[src/rtl/rr_pkt_mux_if.sv]
// rr_pkt_mux_if: ingress, arbiter, egress and status signals of rr_pkt_mux
interface rr_pkt_mux_if #(
  parameter int NUM_PORTS = 4,
  parameter int DATA_W    = 32
);
  localparam int OW = $clog2(NUM_PORTS);
  logic [NUM_PORTS-1:0]        in_valid_i;
  logic [NUM_PORTS*DATA_W-1:0] in_data_i;
  logic [NUM_PORTS-1:0]        in_last_i;
  logic [NUM_PORTS-1:0]        in_ready_o;
  logic [NUM_PORTS-1:0]        req_o;
  logic [NUM_PORTS-1:0]        gnt_i;
  logic                        out_valid_o;
  logic [DATA_W-1:0]           out_data_o;
  logic                        out_last_o;
  logic                        out_ready_i;
  logic [OW-1:0]               owner_o;
  logic                        busy_o;
  logic                        err_o;
  logic                        trunc_o;
  modport master (
    output in_valid_i, in_data_i, in_last_i, gnt_i, out_ready_i,
    input  in_ready_o, req_o, out_valid_o, out_data_o, out_last_o, owner_o, busy_o, err_o, trunc_o
  );
  modport slave (
    input  in_valid_i, in_data_i, in_last_i, gnt_i, out_ready_i,
    output in_ready_o, req_o, out_valid_o, out_data_o, out_last_o, owner_o, busy_o, err_o, trunc_o
  );
endinterface

[src/rtl/rr_pkt_mux.sv]
// rr_pkt_mux: packet-locking ingress mux around a round-robin arbiter; RR_PKT_MUX_MAXLEN_EN enables MAX_BEATS truncation
module rr_pkt_mux #(
  parameter int NUM_PORTS = 4,
  parameter int DATA_W    = 32,
  parameter int MAX_BEATS = 16
) (
  input logic         clk,
  input logic         reset,
  rr_pkt_mux_if.slave bus
);
  localparam int OW = $clog2(NUM_PORTS);
  localparam logic [0:0] IDLE   = 1'b0;
  localparam logic [0:0] LOCKED = 1'b1;
  if (NUM_PORTS < 2 || MAX_BEATS < 1) begin : g_bad_param
    $error("rr_pkt_mux: NUM_PORTS must be >= 2 and MAX_BEATS >= 1");
  end
  logic [0:0]        state_q, state_d;
  logic [OW-1:0]     owner_q, owner_d, gnt_idx;
  logic              err_q, err_d;
  logic              out_valid_q, out_valid_d;
  logic              out_last_q, out_last_d;
  logic [DATA_W-1:0] out_data_q, out_data_d;
  logic              locked, free, gnt_one, gnt_multi, take, xfer, last_in, eff_last;
  assign locked    = state_q == LOCKED;
  assign free      = !out_valid_q || bus.out_ready_i;
  assign gnt_one   = bus.gnt_i != '0 && (bus.gnt_i & (bus.gnt_i - NUM_PORTS'(1))) == '0;
  assign gnt_multi = !locked && bus.gnt_i != '0 && !gnt_one;
  assign take      = !locked && gnt_one && |(bus.gnt_i & bus.in_valid_i);
  assign xfer      = locked && free && bus.in_valid_i[owner_q];
  assign last_in   = bus.in_last_i[owner_q];
  assign bus.req_o       = locked ? '0 : bus.in_valid_i;
  assign bus.in_ready_o  = locked && free ? NUM_PORTS'(1) << owner_q : '0;
  assign bus.out_valid_o = out_valid_q;
  assign bus.out_data_o  = out_data_q;
  assign bus.out_last_o  = out_last_q;
  assign bus.owner_o     = owner_q;
  assign bus.busy_o      = locked;
  assign bus.err_o       = err_q;
`ifdef RR_PKT_MUX_MAXLEN_EN
  localparam int CW = $clog2(MAX_BEATS + 1);
  logic [CW-1:0] cnt_q, cnt_d;
  logic          trunc_q, trunc_d, hit;
  assign hit          = cnt_q == CW'(MAX_BEATS - 1) && !last_in;
  assign eff_last     = last_in || hit;
  assign bus.trunc_o  = trunc_q;
  // beat counter restarts on each grant; the MAX_BEATS-th beat without last is forced to end the packet
  always_comb begin
    cnt_d   = take ? '0 : xfer ? cnt_q + CW'(1) : cnt_q;
    trunc_d = xfer && hit;
  end
  // counter and one-cycle truncation pulse
  always_ff @(posedge clk or negedge reset) begin
    if (!reset) begin
      cnt_q   <= '0;
      trunc_q <= 1'b0;
    end else begin
      cnt_q   <= cnt_d;
      trunc_q <= trunc_d;
    end
  end
`else
  assign eff_last    = last_in;
  assign bus.trunc_o = 1'b0;
`endif
  // encode the grant bit; only used when the grant is one-hot
  always_comb begin
    gnt_idx = '0;
    for (int i = 0; i < NUM_PORTS; i++) if (bus.gnt_i[i]) gnt_idx = OW'(i);
  end
  // lock on a valid one-hot grant, release after the packet's final beat, load the output register per transfer
  always_comb begin
    state_d     = take ? LOCKED : xfer && eff_last ? IDLE : state_q;
    owner_d     = take ? gnt_idx : owner_q;
    err_d       = err_q || gnt_multi;
    out_valid_d = xfer || (out_valid_q && !bus.out_ready_i);
    out_data_d  = xfer ? bus.in_data_i[owner_q*DATA_W +: DATA_W] : out_data_q;
    out_last_d  = xfer ? eff_last : out_last_q;
  end
  // state, owner, sticky error and output register
  always_ff @(posedge clk or negedge reset) begin
    if (!reset) begin
      state_q     <= IDLE;
      owner_q     <= '0;
      err_q       <= 1'b0;
      out_valid_q <= 1'b0;
      out_data_q  <= '0;
      out_last_q  <= 1'b0;
    end else begin
      state_q     <= state_d;
      owner_q     <= owner_d;
      err_q       <= err_d;
      out_valid_q <= out_valid_d;
      out_data_q  <= out_data_d;
      out_last_q  <= out_last_d;
    end
  end
endmodule

[src/flat_wrapper.sv]
// flat-port wrapper written by rule: the top's interface ports become plain ports
module rr_pkt_mux_flat 
#(
  parameter int NUM_PORTS = 4,
  parameter int DATA_W    = 32,
  parameter int MAX_BEATS = 16
)
  (clk, reset, bus_in_valid_i, bus_in_data_i, bus_in_last_i, bus_gnt_i, bus_out_ready_i, bus_in_ready_o, bus_req_o, bus_out_valid_o, bus_out_data_o, bus_out_last_o, bus_owner_o, bus_busy_o, bus_err_o, bus_trunc_o);
  rr_pkt_mux_if #(.NUM_PORTS(NUM_PORTS), .DATA_W(DATA_W)) bus_i ();
  input logic clk;
  input logic reset;
  input wire logic [$bits(bus_i.in_valid_i)-1:0] bus_in_valid_i;
  input wire logic [$bits(bus_i.in_data_i)-1:0] bus_in_data_i;
  input wire logic [$bits(bus_i.in_last_i)-1:0] bus_in_last_i;
  input wire logic [$bits(bus_i.gnt_i)-1:0] bus_gnt_i;
  input wire logic [$bits(bus_i.out_ready_i)-1:0] bus_out_ready_i;
  output wire logic [$bits(bus_i.in_ready_o)-1:0] bus_in_ready_o;
  output wire logic [$bits(bus_i.req_o)-1:0] bus_req_o;
  output wire logic [$bits(bus_i.out_valid_o)-1:0] bus_out_valid_o;
  output wire logic [$bits(bus_i.out_data_o)-1:0] bus_out_data_o;
  output wire logic [$bits(bus_i.out_last_o)-1:0] bus_out_last_o;
  output wire logic [$bits(bus_i.owner_o)-1:0] bus_owner_o;
  output wire logic [$bits(bus_i.busy_o)-1:0] bus_busy_o;
  output wire logic [$bits(bus_i.err_o)-1:0] bus_err_o;
  output wire logic [$bits(bus_i.trunc_o)-1:0] bus_trunc_o;
  assign bus_i.in_valid_i = bus_in_valid_i;
  assign bus_i.in_data_i = bus_in_data_i;
  assign bus_i.in_last_i = bus_in_last_i;
  assign bus_i.gnt_i = bus_gnt_i;
  assign bus_i.out_ready_i = bus_out_ready_i;
  assign bus_in_ready_o = bus_i.in_ready_o;
  assign bus_req_o = bus_i.req_o;
  assign bus_out_valid_o = bus_i.out_valid_o;
  assign bus_out_data_o = bus_i.out_data_o;
  assign bus_out_last_o = bus_i.out_last_o;
  assign bus_owner_o = bus_i.owner_o;
  assign bus_busy_o = bus_i.busy_o;
  assign bus_err_o = bus_i.err_o;
  assign bus_trunc_o = bus_i.trunc_o;
  rr_pkt_mux #(.NUM_PORTS(NUM_PORTS), .DATA_W(DATA_W), .MAX_BEATS(MAX_BEATS)) u_core (.clk(clk), .reset(reset), .bus(bus_i));
endmodule
[config.mk]
export PLATFORM = sky130hd
export DESIGN_NAME = rr_pkt_mux_flat
export DESIGN_NICKNAME = d
export VERILOG_FILES = /design/src/rtl/rr_pkt_mux_if.sv /design/src/rtl/rr_pkt_mux.sv /design/src/flat_wrapper.sv
export SDC_FILE = /design/constraint.sdc
export NUM_CORES = 1
export LEC_CHECK = 0
export BUFFER_PORTS_ARGS = -buffer_cell sky130_fd_sc_hd__buf_2
export CORE_MARGIN = 8
export CORE_UTILIZATION = 41
export DETAILED_ROUTE_END_ITERATION = 7
export GPL_TIMING_DRIVEN = 0
export PLACE_DENSITY = 0.82
export SYNTH_ARGS = -nofsm -noshare
export SYNTH_HDL_FRONTEND = slang
export SYNTH_SLANG_ARGS = --single-unit
export TNS_END_PERCENT = 1
[constraint.sdc]
create_clock -name clk -period 2.5 [get_ports clk]
set_input_delay 0.5 -clock clk [delete_from_list [all_inputs] [get_ports clk]]
set_output_delay 0.5 -clock clk [all_outputs]
set_load 0.02 [all_outputs]
==> Word-level counts from Yosys, hierarchy flattened <==
Index checks and enable logic that the tools add are counted.
{ "op_classes": {"mux": 11, "n_lt_le_gt_ge": 1, "add_sub_neg": 1, "shifts": 2, "reduce_logical": 20, "n_bitwise": 2} }
{ "op_table": {"columns": ["operator", "n"], "rows": [
  ["$shiftx 128x8->32", 1],
  ["$logic_and 1x1->1", 9],
  ["$and 4x4->4", 2],
  ["$mux 4", 2],
  ["$mux 1", 5],
  ["$bmux 1 s2", 2],
  ["$logic_not 1->1", 4],
  ["$logic_not 4->1", 1],
  ["$mux 2", 2],
  ["$reduce_bool 4->1", 1],
  ["$reduce_or 4->1", 1],
  ["$shl 1x2->4 const A", 1],
  ["$sub 4x1->4 const B", 1],
  ["$logic_or 1x1->1", 3],
  ["$lt 2x3->1 const B", 1],
  ["$reduce_bool 2->1", 1]
]} }
{ "word_totals": {"reg_bits": 38, "wordCells": 43, "inputBits": 143} }

==> Logic depth before layout (Yosys ltp) <==
{ "depth": {"word_depth": 7, "ltp_mapped": 6, "depth_no_buf": 4} }

==> Worst setup path before layout <==
Ideal clock, no wire load.
{ "synth_path": {"path_kind": "register -> register", "from": "register u_core.owner_q[0], in the netlist u_core.bus.owner_o[0]", "to": "register u_core.out_data_q[0], in the netlist u_core.bus.out_data_o[0]", "path_stages_with_launch": 6, "t_required_ps": 2375, "n_path_buf": 2, "path_slack_ps": 588, "period_less_slack_ps": 1912, "arrival_time_ps": 1787, "cell_sequence": "dfrtp_1 > buf_6 > mux4_2 > nand3_4 > buf_12 > mux2_4"} }
{ "synth_between": {"elab_chain_len": 3, "word_cells_on_any_way": 4, "classes_between": "shift: 1; mux: 2; reduce/logical: 1"} }
{ "synth_lines": {"columns": ["element", "line_no", "source"], "rows": [
  ["start, declared", "rr_pkt_mux.sv:18", "logic [OW-1:0] owner_q, owner_d, gnt_idx;"],
  ["start signal, assigned", "rr_pkt_mux.sv:90", "owner_q <= owner_d;"],
  ["parallel branches: the longest is 3 deep, another holds $shiftx 128x8->32", null, null],
  ["end signal, assigned", "rr_pkt_mux.sv:93", "out_data_q <= out_data_d;"],
  ["end, declared", "rr_pkt_mux.sv:22", "logic [DATA_W-1:0] out_data_q, out_data_d;"]
]} }
Parallel ways; which one is timed is not known. The select of a mux whose other input is x is not followed.
A chain may end at the register's enable or synchronous reset.

==> Worst setup path in the final report <==
{ "layout_path": {"from": "register u_core.owner_q[1], in the netlist u_core.bus.owner_o[1]", "to": "output bus_in_ready_o[0]"} }
{ "layout_between": {"elab_chain_len": 2} }
{ "layout_lines": {"columns": ["element", "line_no", "source"], "rows": [
  ["$shl 1x2->4", "rr_pkt_mux.sv:32", "assign bus.in_ready_o = locked && free ? NUM_PORTS'(1) << owner_q : '0;"],
  ["$mux 4", "rr_pkt_mux.sv:32", null],
  ["end, declared", "flat_wrapper.sv:17", "output wire logic [$bits(bus_i.in_ready_o)-1:0] bus_in_ready_o;"]
]} }
No other way between the ends.

==> summary.md <==
| Metric | Value |
|---|---|
| Initial core utilization | 0.4256 |
| Hpwl dp | 6.962 mm |
| Maximum clock insertion buffer count | 2 |
| Port Buffers | 187 |
| Worst-path clk slew | 0.07 ns |
| Filler cell count | 506 |
| Clk pwr share | 0.097 |
| CTS root buffer | clkbuf_8 |
| Tmin final | 2.370 ns |
| Yosys reg bits | 38 |
| Die X | 94.63 µm |
| DRT Wirelength | 8.322 mm |
| Skew final | 0.004866 ns |
| Mapped Cells | 157 |
| I/O pin cnt | 190 |
| Post_cts resized | 0 |
| Vias in the first global route | 2,569 |
| Critical setup path kind | reg2out |
| Pwr per Cell Area | 1221 nW/µm² |
| Die Ht | 94.63 µm |
| Achievable frequency | 422.0 MHz |
| Area occupied by registers | 950.9 µm² |
| Initial antenna violation count | 0 |
| Mean Syn Cell Area | 16.15 µm² |
| Worst Tran Pin Value | 0.8424 ns |
| First-pass GRT wire length | 12.69 mm |
| Die footprint | 8955 µm² |
| Largest net degree at the start of global routing | 39 |
| Residual DRC | 0 |
| Element type at the critical path start | flop |
| Diodes inserted | 0 |
| Top FF cell, synth | dfrtp_1 |
| DR iter-0 viols | 54 |
| Core ar. | 5956 µm² |
| CTS Buf Count | 5 |
| Detail Route Antenna Nets | 0 |
| Pre-CTS setup slack | 0.3988 ns |
| Net Sw Frac | 0.3967 |
| Reg power frac | 0.245 |
| Setup bufs post-CTS | 0 |
| GRT Resource Usage Total | 0.1823 |
| CP Data Required Time | 2.00 ns |
| Worst-Skew Late Latency | 0.28 ns |
| CTS Sinks | 38 |
| Mapped Area | 2535 µm² |
| Vias | 2,186 |
| Synth warn | 0 |
| Max H-tree Level | 2 |
| Max-Cap Viols | 0 |
| Post-synth top cells | 38 x dfrtp_1, 34 x mux4_2, 28 x mux2_4 |
| Netlist cell types | 29 |
| DP Area | 3565 µm² |
| Comb pwr share | 0.658 |
| GPL Wtd Cong | 0.8362 |
| Share of layout cells above drive strength 1 | 0.7727 |
| Sequential element share of the synthesized area | 0.3751 |
| Post-synthesis async set-or-reset flop share | 1.000 |
| Worst setup margin | 0.1302 ns |
| Min-Delay Path Class | in2async |
| WP data arrival | 1.87 ns |
| Switching Power | 1.772 mW |
| Nets@finish | 494 |
| Dominant cell by count in the synthesized netlist | dfrtp_1 |
| Cts-stage hold buffer count | 0 |
| Final hold vios | 0 |
| Biggest fanout along the worst timing path | 10 |
| Synth-to-layout area growth | 44.23% |
| Max_slew headroom | 0.4384 |
| Design area | 3656 µm² |
| Post-synth EDFFs | 0 |
| Pleak | 1.939 nW |
| RSZ-0062 raised after global routing | false |
| Top post-synthesis cells by area | dfrtp_1 38%, mux4_2 30%, mux2_4 17%, buf_12 2.4%, mux2_2 1.8% |
| Final Cycle Share | 0.9479 |
| Final Max Tran Viols | 0 |
| Endpoint class of the critical path | output port |
| Post-DR vias/cell | 5.119 |
| Drt pass-1 iters | 4 |
| Syn Nets | 300 |
| Core Rows | 28 |
| Routed wire per std cell | 19.49 µm |
| Congestion Overflow GR | 0 |
| Pint | 2.694 mW |
| VDD IR-drop max | 0.0007006 V |
| Post-synth top area cell | dfrtp_1 |
| Outcome | completed |
| Post-synth top area share | 0.3751 |
| Area used by multi-input combinational logic | 1450 µm² |
| CTS tree | yes |
| Setup violators final | 0 |
| Setup TNS | 0 ns |
[cells by family after synthesis]
family,after synthesis,synth area share
AO/OA/AOI/OAI,8,0.02171
XOR/XNOR,1,0.003456
buffers and inverters,18,0.05281
flip-flops,38,0.3751
multiplexers,68,0.4936
other,1,0.001479
AND/OR/NAND/NOR,23,0.05183
[final timing paths]
kind / endpoint / depth (start not counted) / from / slack [ns]
worst max register to register: u_core.bus.out_data_o[15]$_DFFE_PN0P_ / 4 / u_core.bus.owner_o[1]$_DFFE_PN0P_ / 0.55
worst min register to register: u_core.bus.err_o$_DFF_PN0_ / 2 / u_core.bus.err_o$_DFF_PN0_ / 0.47
worst min-delay path: u_core.bus.out_data_o[26]$_DFFE_PN0P_ / 1 / reset / 0.32
worst max-delay path: bus_in_ready_o[0] / 5 / u_core.bus.owner_o[1]$_DFFE_PN0P_ / 0.13
min in group clk: u_core.bus.err_o$_DFF_PN0_ / 2 / u_core.bus.err_o$_DFF_PN0_ / 0.47
max in group asynchronous: u_core.bus.out_data_o[27]$_DFFE_PN0P_ / 1 / reset / 1.65
[placed cells by master (no fill, tap or decap)]
cell type  netlist  final
buf_4            1      1
buf_6            1      1
a21oi_1          3      3
buf_2            5    192
mux2i_1          2      2
nor2_1           5      5
nor4_1           1      1
nand3_1          1      1
buf_12           3      3
clkbuf_1         3      4
buf_1            1      1
clkbuf_8         0      6
and2_1           1      1
mux4_2          34     34
nand3_4          1      1
inv_1            4      4
and3_1           2      2
a22oi_1          2      2
nor2b_1          4      4
nor3_1           2      2
mux2_2           4      4
a21bo_2          1      1
conb_1           1      1
dfrtp_1         38     38
nor4b_1          1      1
mux2_4          28     28
clkinv_2         0      1
xnor2_1          1      1
nand2_1          4      4
o31ai_1          2      2
nand2b_1         1      1
[power groups by stage]
| stage | Clock, mW | Sequential [mW] | Combinational (mW) |
|---|---|---|---|
| 3_5_place_dp | 0 | 1.10 | 2.98 |
| 6_report | 0.432 | 1.10 | 2.94 |
| 3_3_place_gp | 0 | 1.08 | 2.92 |
| 5_1_grt | 0.475 | 1.13 | 3.14 |
| 4_1_cts | 0.453 | 1.09 | 2.99 |
| 2_1_floorplan | 0 | 1.48 | 1.79 |
[sequential cells by signal, indices dropped and copies added (netlist names)]
name and flops:
u_core.bus.err_o 1, u_core.bus.owner_o 2, u_core.bus.out_valid_o 1, u_core.bus.out_data_o 32, u_core.bus.out_last_o 1, u_core.bus.busy_o 1
[metrics by stage]
step	instances	util	total power, mW	hold slack, ns
global placement	419	0.5985	4.002	0.4472
global route	427	0.6139	4.748	0.3915
detailed placement	419	0.5985	4.084	0.4562
CTS	427	0.6139	4.538	0.3412
floorplan	157	-	3.271	0.2044
finish	427	0.6139	4.466	0.3152
[layer usage]
metal | vias up | GRT usage | share of wire
met1 | 1070 | 0.1995 | 0.37
li1 | 1000 | - | -
met5 | - | 0 | 0
met4 | 0 | 0.04811 | 0.0068
met3 | 4 | 0.05794 | 0.098
met2 | 112 | 0.3314 | 0.52
[worst max-delay path, cell delays in order (launching register included)]
cell and delay, ns:
dfrtp_1 0.35, buf_2 0.27, buf_1 0.46, inv_1 0.16
and3_1 0.19, buf_2 0.15
[cell type report]
class,instances,area share
Tap cell,75,0.02567
Clock buffer,7,0.02361
Timing Repair Buffer,187,0.2560
Buffer,14,0.03251
Sequential cell,38,0.2601
Clock inverter,1,0.001369
Inverter,4,0.004107
Multi-Input combinational cell,101,0.3966
Note: power is estimated with default switching activity, not from simulation.
